**src/rtl/fifo_pkg.sv**
```systemverilog
// fifo_pkg: default FIFO geometry and pointer-width helper
package fifo_pkg;
    localparam int DEF_WIDTH = 8;
    localparam int DEF_DEPTH = 32;
    function automatic int ptr_w(input int depth);
        return $clog2(depth);
    endfunction
endpackage

```
**src/rtl/fifo_ram.sv**
```systemverilog
// fifo_ram: simple dual-port storage, synchronous write, combinational read
module fifo_ram
    import fifo_pkg::*;
#(
    parameter int WIDTH = DEF_WIDTH,
    parameter int DEPTH = DEF_DEPTH,
    parameter int AW    = ptr_w(DEPTH)
) (
    input  logic             clk,
    input  logic             we,
    input  logic [AW-1:0]    waddr,
    input  logic [WIDTH-1:0] wdata,
    input  logic [AW-1:0]    raddr,
    output logic [WIDTH-1:0] rdata
);
    logic [WIDTH-1:0] mem [DEPTH];
    always_ff @(posedge clk) begin
        if (we) mem[waddr] <= wdata;
    end
    assign rdata = mem[raddr];
endmodule

```
**src/rtl/prog_fifo.sv**
```systemverilog
// prog_fifo: synchronous FIFO with programmable flags, FWFT/registered read and sticky errors
module prog_fifo
    import fifo_pkg::*;
#(
    parameter int WIDTH     = DEF_WIDTH,
    parameter int DEPTH     = DEF_DEPTH,
    parameter int AF_THRESH = DEPTH - 4,
    parameter int AE_THRESH = 4,
    parameter int FWFT      = 1
) (
    input  logic                     clk,
    input  logic                     rst,
    input  logic                     wr,
    input  logic [WIDTH-1:0]         data_in,
    input  logic                     rd,
    input  logic                     clr_err,
    output logic [WIDTH-1:0]         data_out,
    output logic                     valid,
    output logic                     empty,
    output logic                     full,
    output logic                     almost_empty,
    output logic                     almost_full,
    output logic [$clog2(DEPTH):0]   count,
    output logic                     overflow,
    output logic                     underflow
);
    localparam int PW = ptr_w(DEPTH);
    localparam int CW = PW + 1;
    logic [PW-1:0]    wr_ptr_q, wr_ptr_d, rd_ptr_q, rd_ptr_d;
    logic [CW-1:0]    count_q, count_d;
    logic [WIDTH-1:0] dout_q, dout_d, rdata;
    logic             valid_q, valid_d, ovf_q, ovf_d, unf_q, unf_d;
    logic             wr_ok, rd_ok;
    fifo_ram #(.WIDTH(WIDTH), .DEPTH(DEPTH), .AW(PW)) u_ram (
        .clk   (clk),
        .we    (wr_ok),
        .waddr (wr_ptr_q),
        .wdata (data_in),
        .raddr (rd_ptr_q),
        .rdata (rdata)
    );
    always_comb begin
        wr_ok    = wr && !full;
        rd_ok    = rd && !empty;
        wr_ptr_d = wr_ptr_q + PW'(wr_ok);
        rd_ptr_d = rd_ptr_q + PW'(rd_ok);
        count_d  = count_q + CW'(wr_ok) - CW'(rd_ok);
        dout_d   = rd_ok ? rdata : dout_q;
        valid_d  = rd_ok;
        ovf_d    = (wr && full) || (ovf_q && !clr_err);
        unf_d    = (rd && empty) || (unf_q && !clr_err);
    end
    always_ff @(posedge clk) begin
        if (rst) begin
            wr_ptr_q <= '0;
            rd_ptr_q <= '0;
            count_q  <= '0;
            dout_q   <= '0;
            valid_q  <= 1'b0;
            ovf_q    <= 1'b0;
            unf_q    <= 1'b0;
        end else begin
            wr_ptr_q <= wr_ptr_d;
            rd_ptr_q <= rd_ptr_d;
            count_q  <= count_d;
            dout_q   <= dout_d;
            valid_q  <= valid_d;
            ovf_q    <= ovf_d;
            unf_q    <= unf_d;
        end
    end
    assign count        = count_q;
    assign empty        = count_q == '0;
    assign full         = count_q == CW'(DEPTH);
    assign almost_empty = count_q <= CW'(AE_THRESH);
    assign almost_full  = count_q >= CW'(AF_THRESH);
    assign overflow     = ovf_q;
    assign underflow    = unf_q;
    // fall-through output is forced to zero while empty so stale RAM never shows
    assign valid        = (FWFT != 0) ? !empty : valid_q;
    assign data_out     = (FWFT != 0) ? (empty ? '0 : rdata) : dout_q;
endmodule

```
**config.mk**
```make
export PLATFORM = sky130hd
export DESIGN_NAME = prog_fifo
export DESIGN_NICKNAME = d
export VERILOG_FILES = /design/src/rtl/fifo_pkg.sv /design/src/rtl/fifo_ram.sv /design/src/rtl/prog_fifo.sv
export SDC_FILE = /design/constraint.sdc
export NUM_CORES = 1
export LEC_CHECK = 0
export ABC_AREA = 1
export BUFFER_PORTS_ARGS = -buffer_cell sky130_fd_sc_hd__clkbuf_2
export CORE_MARGIN = 2
export CORE_UTILIZATION = 23
export DETAILED_ROUTE_END_ITERATION = 16
export SLEW_MARGIN = 20
export SYNTH_ARGS = -nofsm -noshare
export SYNTH_HDL_FRONTEND = slang
export SYNTH_SLANG_ARGS = --single-unit
export TNS_END_PERCENT = 50
```
**constraint.sdc**
```tcl
create_clock -name clk -period 2.8 [get_ports clk]
set_clock_uncertainty 0.1 [all_clocks]
set_input_delay 0 -clock clk [delete_from_list [all_inputs] [get_ports clk]]
set_output_delay 0 -clock clk [all_outputs]
set_load 0.03 [all_outputs]
```
# Yosys cells after proc, flatten, opt, wreduce, memory -nomap -nowiden
# Memories as Yosys holds them, arrays and structs flattened. A register that Yosys moved wholly into a read port is not among the register bits.
# Cells that the tools add are included.
[word_totals]
reg_bits = 18
ram_bits = 256
in_bits = 13
word_cells = 29
n_memories = 1
[memory_table]
columns = ["memory", "depth", "word_bits", "rd", "rd_ports_with_merged_regs", "write_ports", "line_no", "source"]
rows = [
  ["u_ram.mem", 32, 8, 1, 1, 1, "fifo_ram.sv:16", "logic [WIDTH-1:0] mem [DEPTH];"],
]
[op_classes]
addsub = 4
n_lt_le_gt_ge = 2
n_eq_ne = 1
n_mux = 4
n_reduce_logical = 12
[op_table]
columns = ["op", "count"]
rows = [
  ["$add A5 B1 Y5", 2],
  ["$mux W8", 1],
  ["$add A6 B1 Y6", 1],
  ["$eq A6 B6 Y1 const B", 1],
  ["$ge A6 B5 Y1 const B", 1],
  ["$le A6 B3 Y1 const B", 1],
  ["$logic_and A1 B1 Y1", 6],
  ["$logic_not A6 Y1", 1],
  ["$sub A6 B1 Y6", 1],
  ["$mux W5", 1],
  ["$logic_not A1 Y1", 3],
  ["$logic_or A1 B1 Y1", 2],
  ["$mux W1", 2],
]

# Longest topological paths before layout
# Gate-level depths: netlist of the first run.
[logic_depth]
word_depth = 5
ltp_mapped = 17

# Cells and area by module
# A second synthesis of the first run with hierarchy kept.
[unflattened]
hier_cells = 1065
hier_area_um2 = 11723.7
[by_module_without_submodules]
columns = ["mod", "n_inst", "cells_per_inst", "area_each_um2"]
rows = [
  ["fifo_ram", 1, 914, 10626.4],
  ["prog_fifo", 1, 151, 1097.3],
]

# Worst setup path after synthesis of the first run
# OpenSTA, ideal clock, no wires.
[synth_path]
path_type = "register to register"
startpoint = "register count_q[4] (netlist: count[4])"
endpoint = "register count_q[4] (netlist: count[4])"
setup_time_ns = 0.070
t_arrival_ns = 3.299
t_required_ns = 2.630
path_slack_ns = -0.669
path_stages_with_launch = 18
cell_sequence = "dfxtp_1 inv_1 ha_1 inv_1 nor2_1 clkinv_1 nand2_1 inv_1 ha_1 inv_1 ha_1 inv_1 fa_1 nor2_1 o21ai_0 nand2_1 o21ai_0 a21oi_1"
[synth_via]
word_cells_on_any_way = 8
[synth_rtl]
columns = ["item", "line_no", "source"]
rows = [
  ["start, declared", "prog_fifo.sv:30", "logic [CW-1:0] count_q, count_d;"],
  ["start signal, assigned", "prog_fifo.sv:65", "count_q <= count_d;"],
  ["$logic_not A6 Y1", "prog_fifo.sv:73", "assign empty = count_q == '0;"],
  ["named net empty", "prog_fifo.sv:19", "output logic empty,"],
  ["$logic_not A1 Y1", "n/a", ""],
  ["named net valid", "prog_fifo.sv:18", "output logic valid,"],
  ["$logic_and A1 B1 Y1", "prog_fifo.sv:44", "rd_ok = rd && !empty;"],
  ["$sub A6 B1 Y6", "prog_fifo.sv:47", "count_d = count_q + CW'(wr_ok) - CW'(rd_ok);"],
]
# The timed path passes the listed nets, and every way through them passes these cells.
# A chain may end at the register's enable or synchronous reset.

==> impl_metrics.toml, run 1 <==
[status]
outcome = "finished, final reports clean"

[grt]
grt_first_pass_wirelength_um = 42960
overflow = 0
grt_max_degree = 70
antenna_found_initial = 0
grt_usage_pct = 10.25
grt_pass1_vias = 7555

[placement]
portBuffers = 33
placed_cells = 1741
gp_routability_congestion = 0.8091
hpwl_um = 16580

[sta]
finalSetupViolCount = 0
slew_headroom_pct = 45.57
hold_viol = 0
fin_crit_ps = 2579
tightest_slew_ps = 816.4
fmaxAchievable_ghz = 0.3877
post-route-period-util_pct = 92.11
final_max_slew_viol_count = 0
holdWs_ps = 44.58

[logic_synthesis]
ys_ff_latch = 274
syn_inst = 1044
synthesis.area_um2 = 11550
syn_nets = 1074
ys_seq_area_share_pct = 69.66
yosysUniqueCellTypes = 21
synth.avg_cell_area_um2 = 11.07
yosysWarnings = 0

[die]
rows = 82
ios = 34
start_util_pct = 23.17
die_h_um = 228.1
dieArea_um2 = 52040
design.core.area_um2 = 49860
fp.dieW_um = 228.1

[power]
p_sw_uw = 3956
power_density_nw_per_um2 = 854.7
p_int_uw = 7680
total_leakage_power_uw = 0.004993
power_frac_comb_pct = 28.5
p_seq_share_pct = 40.2
swShare_pct = 34.00
clock_power_share_pct = 31.3
ir_worst_vdd_mv = 0.6271

[cts]
clock-sinks = 274
cts_tree = "built"
clkTransAtPathRegs_ps = 60
clock_latency_ps = 540
cts-buffers-inserted = 29
h-tree-depth = 1
cts_max_path_buffers = 3
root_buffer = "clkbuf_16"

[worst_setup_path]
critPathKind = "flip-flop to primary output"
worstPathArrival_ps = 2480
crit_fanout = 24
crit_required_ps = 2700
start_kind = "flip-flop"
cp-end-kind = "primary output"

[final_layout]
instances_no_fill = 1801
antennaDiodeCount = 0
nets = 1137
synthToLayoutAreaGrowth_pct = 17.84
drive_gt1_share_pct = 12.22
fin_util_pct = 27.30

[detailed_routing]
drtAntennaViolNets = 0
firstDrtPassIters = 5
wirelength_um = 27300
drt_iter0_drc = 647
via_per_inst = 4.268
num_vias = 7687
wire_per_inst_um = 15.16
route.detailed.drc = 0

[hold_path]
hp-class = "primary input to flip-flop"

[job]
maxCapViolCount = 0
-- cell usage in the layout, fill, tap and decap left out, drive strengths merged, types with 18 or more instances in the layout --
cell	synthesis	final
clkinv	4	19
nand2	334	334
nand3	182	182
nor2	100	100
buf	48	48
inv	29	30
o21ai	31	31
edfxtp	256	256
clkbuf	7	65
dfxtp	18	18
-- critical path: stages (launching register included) --
cell	delay, ps
dfxtp_2	340
inv_2	390
buf_4	300
o21ai_0	110
o21ai_1	180
nor2_1	60
nor2_1	90
nor2_1	50
nor2_1	170
clkbuf_2	240
-- metrics by stage --
stage / setup slack [ps] / power (uW) / instance area, um2 / setup TNS, ps
floorplan: 15.66 / 7109 / 11570 / 0
global placement: 227.4 / 7997 / 12630 / 0
detailed placement: 176.0 / 8045 / 12630 / 0
CTS: 112.8 / 11670 / 13590 / 0
global route: -12.86 / 12250 / 13610 / -12.86
finish: 220.9 / 11640 / 13610 / 0
-- flip-flops by register name (all words and copies together) (netlist names) --
| signal | cells |
|---|---|
| rd_ptr_q | 5 |
| wr_ptr_q | 5 |
| overflow | 1 |
| count | 6 |
| u_ram.mem | 256 |
| underflow | 1 |
-- power by group through the flow --
stage	clock network (uW)	registers [uW]	logic [uW]
global placement	0	4750	3250
detailed placement	0	4760	3280
CTS	3680	4670	3310
global route	3840	4690	3720
finish	3650	4680	3320
floorplan	0	4830	2280
-- area by class of cell --
type,count,area (um2)
Clock inverter,21,163.9
Clock buffer,32,737.0
Tap cell,672,840.8
Fill cell,5195,36250
Inverter,33,130.1
Sequential cell,274,8055
Multi-Input combinational cell,682,3039
Timing Repair Buffer,87,648.1
-- layer usage --
layer	part of all wire, %	GRT usage (%)
met2	48	17.24
met4	2.4	2.839
met1	45	13.81
met3	4.9	1.400
met5	0	0
-- path summary, 6_finish.rpt --
check        depth (start not counted)          end  slack [ps]        start
max                                  9  data_out[0]         220  rd_ptr_q[1]
min                                  6  rd_ptr_q[3]          40           rd
max reg2reg                         17     count[4]         240     count[3]
min reg2reg                          2  wr_ptr_q[4]         470  wr_ptr_q[4]
-- what timing repair did --
action                                 in CTS  in global routing
setup endpoints to repair                   0                  2
endpoints found under the hold margin      10                  0
resized for setup                           0                  7
hold buffers                                6                  0
buffers inserted                            0                  1
-- kinds of logic after synthesis --
logic type                 share of synthesized area [%]
adders and majority gates                          1.906
buffers and inverters                              4.213
xor gates and xnor gates                          0.1516
DFF                                                69.66
and+or+nand+nor                                    22.16
AOI/OAI and AO/OA                                  1.917
-- cell usage after synthesis --
master	instances	area, um2
buf_6	13	146.4
nand2_1	334	1254
edfxtp_1	256	7687
nand3_1	182	910.9
clkinv_1	4	15.01
inv_1	27	101.4
o21ai_1	5	25.02
nand4_1	2	12.51
fa_1	1	20.02
a21oi_1	12	60.06
inv_2	2	7.510
o21ai_0	26	130.1
dfxtp_1	18	360.4
a31oi_1	1	6.260
nor2_1	100	375.4
buf_2	29	145.1
ha_1	16	200.2
clkbuf_1	7	26.28
buf_4	6	45.04
nand3b_1	1	7.510
xnor2_1	2	17.52
No activity file was read; power rests on OpenSTA's default activity.
==> run 2, diff against run 1 <==
--- a/config.mk
+++ b/config.mk
@@ -6,10 +6,10 @@
 export NUM_CORES = 1
 export LEC_CHECK = 0
 export ABC_AREA = 1
-export BUFFER_PORTS_ARGS = -buffer_cell sky130_fd_sc_hd__clkbuf_2
 export CORE_MARGIN = 2
 export CORE_UTILIZATION = 23
 export DETAILED_ROUTE_END_ITERATION = 16
+export DONT_BUFFER_PORTS = 1
 export SLEW_MARGIN = 20
 export SYNTH_ARGS = -nofsm -noshare
 export SYNTH_HDL_FRONTEND = slang
==> run 2 against run 1 <==
Flip-flop and latch count did not move; via count shrank 1.4%; global-route usage fell by 0.085 points; sequential share of layout area fell by 0.62 points; power down 0.79%; maximum frequency decreased by 0.42%; worst setup slack got worse by 11 ps.
==> impl_metrics.toml, run 2 (synthesis results as in run 1) <==
[sta]
finalSetupViolCount = 0
hold_viol = 0
rsz0062_at_grt = "false"
fin_tns_setup_ps = 0
fin_crit_ps = 2590
post-route-period-util_pct = 92.50
holdWs_ps = 101.9
fmaxAchievable_ghz = 0.3861
tightest_slew_ps = 569.4
slew_headroom_pct = 61.81
final_max_slew_viol_count = 0

[cts]
clock-sinks = 274
cts_setup_buffers = 0
clock_latency_ps = 540
clkTransAtPathRegs_ps = 60
cts-buffers-inserted = 29
cts_max_path_buffers = 3
cts_tree = "built"
h-tree-depth = 1
root_buffer = "clkbuf_16"

[job]
maxCapViolCount = 0

[final_layout]
largest_reg_flops = 256
drive_gt1_share_pct = 11.24
antennaDiodeCount = 0
nets = 1138
fillers = 5210
mostFrequentLayoutCell = "nand2_1"
layout_common_cells = "nand2_1, edfxtp_1, nand3_1, nor2_1, buf_4"
top_register = "u_ram.mem"
synthToLayoutAreaGrowth_pct = 19.09

[worst_setup_path]
reg2reg_to = "count[4]"
cp.buffers_inverters = 5
rrSetupSlack_ps = 210
start_kind = "flip-flop"
cp_slowest_cell = "fa_2"
cp_num_cells = 17
worstReg2RegStart = "count[2]"
cp-end-kind = "flip-flop"
r2r_cells = 17
worstPathArrival_ps = 2950
crit_fanout = 3
crit_top_cell = "inv_1"
cp_cell_sequence = "inv_1, ha_2, nand2_1, nor2_4, clkinv_4, nand2_1, inv_1, ha_1, inv_1, ha_1, inv_1, fa_2, nor2_1, o21ai_0, nand2_1, o21ai_0, a21oi_1"
critPathKind = "flip-flop to flip-flop"
crit_required_ps = 3160
slowest_delay_ps = 360
cp_top_family = "adder cells"

[grt]
grt_first_pass_wirelength_um = 42600
grt_usage_pct = 10.16
overflow = 0
grt_max_degree = 66
grt_pass1_vias = 7521
antenna_found_initial = 0

[hold_path]
holdPathStages = 4
hp-class = "primary input to flip-flop"
hold_path_end = "underflow"
min_from = "clr_err"

[detailed_routing]
drt_iter0_drc = 610
num_vias = 7577
drtAntennaViolNets = 0
via_per_inst = 4.205
wire_per_inst_um = 14.94
route.detailed.drc = 0
firstDrtPassIters = 5
wirelength_um = 26930

[power]
swShare_pct = 33.79
power_density_nw_per_um2 = 839.0
p_seq_share_pct = 40.7
p_sw_uw = 3900
total_leakage_power_uw = 0.005028
ir_worst_vdd_mv = 0.6446
clock_power_share_pct = 30.4
p_int_uw = 7644
power_frac_comb_pct = 28.9

[status]
outcome = "finished, final reports clean"

[die]
dieArea_um2 = 52040
fp.dieW_um = 228.1
rows = 82
start_util_pct = 23.17
die_h_um = 228.1
design.core.area_um2 = 49860
ios = 34

[placement]
portBuffers = 0
gp_routability_congestion = 0.8352
hpwl_um = 16280
[run 2: cell count changes in the layout (fill, tap and decap cells not counted), sizes merged]
cell / before / now
buf: 48 / 75
bufinv: 2 / 1
clkbuf: 65 / 34
clkinvlp: 3 / 2
dlygate4sd3: 6 / 13
[run 2: how the worst max path moves through the flow]
stage | from | slack [ps] | end
4_1_cts | rd_ptr_q[0] | 70 | data_out[5]
2_1_floorplan | count[4] | 20 | count[4]
5_1_grt | count[2] | 20 | count[4]
6_report | count[2] | 210 | count[4]
3_5_place_dp | count[2] | 170 | count[4]
3_3_place_gp | count[2] | 250 | count[4]
[run 2: layout make-up]
| type | count | area, um2 | area share (%) |
|---|---|---|---|
| clock buffers | 34 | 744.5 | 5.411 |
| flip-flops and latches | 274 | 8055 | 58.54 |
| inverters | 33 | 133.9 | 0.9730 |
| clock inverters | 19 | 120.1 | 0.8730 |
| well taps | 672 | 840.8 | 6.111 |
| multi-input cells | 682 | 3037 | 22.07 |
| repair buffers | 88 | 828.3 | 6.020 |
[run 2: routing by layer]
metal	global-route usage, %	part of all wire (%)	wire length [um]	vias up
met3	1.762	4.7	1278	48
met4	2.655	2.6	708	0
met1	13.59	46	12260	3644
met2	17.01	47	12680	171
li1	-	-	-	3714
met5	0	0	0	-
[run 2: power by group through the flow]
stage,registers (uW),clock network (uW),logic [uW]
after floorplan,4830,0,2280
after global placement,4770,0,3200
after detailed placement,4780,0,3220
after CTS,4690,3580,3350
after global routing,4710,3750,3720
final,4690,3510,3340
[run 2: what timing repair did]
item | 4_1_cts | 5_1_grt
gates resized for setup | 1 | 6
endpoints found under the setup margin | 3 | 4
hold buffers | 20 | 1
hold endpoints to repair | 280 | 32
pin swaps | 0 | 1
[run 2: per-stage QoR]
step	total power, uW	cells	setup slack [ps]	utilization (%)	cell area, um2
floorplan	7109	1044	15.66	-	11570
global placement	7969	1728	254.0	25.28	12610
detailed placement	7997	1728	165.2	25.28	12610
CTS	11630	1801	69.70	27.56	13740
global route	12180	1802	17.48	27.59	13760
finish	11540	1802	210.0	27.59	13760
[run 2: worst reg2reg max path, stage by stage, from the launching register on]
cell and delay (ps):
dfxtp_2 320, inv_1 70, ha_2 210, nand2_1 110, nor2_4 140, clkinv_4 60
nand2_1 50, inv_1 60, ha_1 270, inv_1 50, ha_1 150, inv_1 70
fa_2 360, nor2_1 110, o21ai_0 80, nand2_1 80, o21ai_0 70, a21oi_1 160
==> run 3, diff against run 2 <==
--- a/config.mk
+++ b/config.mk
@@ -6,7 +6,6 @@
 export NUM_CORES = 1
 export LEC_CHECK = 0
 export ABC_AREA = 1
-export CORE_MARGIN = 2
 export CORE_UTILIZATION = 23
 export DETAILED_ROUTE_END_ITERATION = 16
 export DONT_BUFFER_PORTS = 1
==> run 3 against run 2 <==
Combinational power is 1% higher; worst setup slack got worse by 6.4 ps; global-route usage is 0.59 points higher; critical path type is now flip-flop to primary output; highest routed layer unchanged.
==> impl_metrics.toml, run 3 (synthesis results as in run 1) <==
[detailed_routing]
firstDrtPassIters = 4
via_per_inst = 4.258
wire_per_inst_um = 15.13
wirelength_um = 27030
route.detailed.drc = 0
drtAntennaViolNets = 0
num_vias = 7609
drt_iter0_drc = 582

[die]
die_h_um = 226.1
design.core.area_um2 = 49250
ios = 34
start_util_pct = 23.46
rows = 81
dieArea_um2 = 51130
fp.dieW_um = 226.1

[hold_path]
holdPathStages = 3
min_from = "rd"
hp-class = "primary input to flip-flop"
hold_path_end = "underflow"

[worst_setup_path]
worstReg2RegStart = "count[5]"
r2r_cells = 17
reg2reg_to = "count[4]"
critPathKind = "flip-flop to primary output"
crit_required_ps = 2700
worstPathArrival_ps = 2500
cp-end-kind = "primary output"
crit_fanout = 129
start_kind = "flip-flop"
rrSetupSlack_ps = 270

[placement]
hpwl_um = 16220
gp_routability_congestion = 0.8047
portBuffers = 0

[power]
power_frac_comb_pct = 29.3
p_sw_uw = 3907
clock_power_share_pct = 30.2
power_density_nw_per_um2 = 839.9
p_int_uw = 7621
swShare_pct = 33.89
p_seq_share_pct = 40.5
ir_worst_vdd_mv = 0.6295
total_leakage_power_uw = 0.005020

[final_layout]
drive_gt1_share_pct = 10.86
nets = 1133
largest_reg_flops = 256
top_register = "u_ram.mem"
synthToLayoutAreaGrowth_pct = 18.79
mostFrequentLayoutCell = "nand2_1"
antennaDiodeCount = 0
layout_common_cells = "nand2_1, edfxtp_1, nand3_1, nor2_1, buf_4"
fillers = 5172

[status]
outcome = "finished, final reports clean"

[cts]
clock-sinks = 274
clkTransAtPathRegs_ps = 60
cts_setup_buffers = 0
h-tree-depth = 1
cts-buffers-inserted = 29
root_buffer = "clkbuf_16"
clock_latency_ps = 540
cts_max_path_buffers = 3
cts_tree = "built"

[sta]
hold_viol = 0
fin_tns_setup_ps = 0
fin_crit_ps = 2596
final_max_slew_viol_count = 0
rsz0062_at_grt = "false"
post-route-period-util_pct = 92.73
tightest_slew_ps = 608.6
finalSetupViolCount = 0
fmaxAchievable_ghz = 0.3851
slew_headroom_pct = 59.18
holdWs_ps = 61.75

[job]
maxCapViolCount = 0

[grt]
antenna_found_initial = 0
overflow = 0
grt_max_degree = 130
grt_pass1_vias = 7652
grt_first_pass_wirelength_um = 42850
grt_usage_pct = 10.75
-- run 3: cell count changes in the layout (fill, tap and decap cells not counted), sizes merged --
cell	delta
clkbuf	-1
buf	-5
clkinvlp	-2
clkinv	+1
-- run 3: power groups by stage --
stage / clock [uW] / combinational [uW] / sequential [uW]
after floorplan: 0 / 2280 / 4830
after global placement: 0 / 3220 / 4740
after detailed placement: 0 / 3260 / 4750
after CTS: 3540 / 3390 / 4660
after global routing: 3700 / 3800 / 4680
final: 3480 / 3380 / 4670
-- run 3: timing repair --
action,CTS,global route
gates resized for setup,0,9
hold buffers,21,0
hold endpoints to repair,277,0
endpoints found under the setup margin,0,6
-- run 3: final cells by class --
type                            count  area [um2]  share of cell area [%]
Timing Repair Buffer               83       813.3                   5.926
Clock buffer                       33       740.7                   5.397
Inverter                           33       131.4                  0.9572
Sequential cell                   274        8055                   58.69
Tap cell                          664       830.8                   6.053
Multi-Input combinational cell    682        3042                   22.16
Clock inverter                     18       111.4                  0.8114
-- run 3: routing by layer --
layer | vias to the layer above | wire length, um | global-route usage [%]
met1 | 3689 | 11790 | 13.95
met2 | 193 | 13160 | 18.64
met4 | 0 | 469 | 2.398
met5 | - | 0 | 0
li1 | 3695 | - | -
met3 | 32 | 1608 | 1.795
-- run 3: critical path, stage by stage, from the launching register on --
cell and delay, ps:
dfxtp_4 380, buf_16 420, nand2_1 90, nand3_1 100, nand3_1 120, nand2_1 160, nand2_1 70, nand3_1 80
nand2_1 90, nor2_1 200, buf_4 200
-- run 3: worst max path at each step --
stage / startpoint / endpoint / slack, ps / cells after the start
global placement: count[2] / count[4] / 250 / 17
CTS: rd_ptr_q[0] / data_out[1] / 100 / 11
detailed placement: count[2] / count[4] / 140 / 17
floorplan: count[4] / count[4] / 20 / 17
global route: rd_ptr_q[0] / data_out[4] / 5 / 10
finish: rd_ptr_q[0] / data_out[4] / 200 / 10
-- run 3: stage by stage --
| step | cells | util (%) | instance area, um2 | power, uW | setup slack, ps |
|---|---|---|---|---|---|
| global route | 1787 | 27.86 | 13720 | 12170 | 4.527 |
| finish | 1787 | 27.86 | 13720 | 11530 | 203.6 |
| CTS | 1787 | 27.82 | 13700 | 11600 | 95.90 |
| detailed placement | 1715 | 25.50 | 12560 | 8009 | 140.5 |
| global placement | 1715 | 25.50 | 12560 | 7958 | 247.2 |
| floorplan | 1044 | - | 11570 | 7109 | 15.66 |
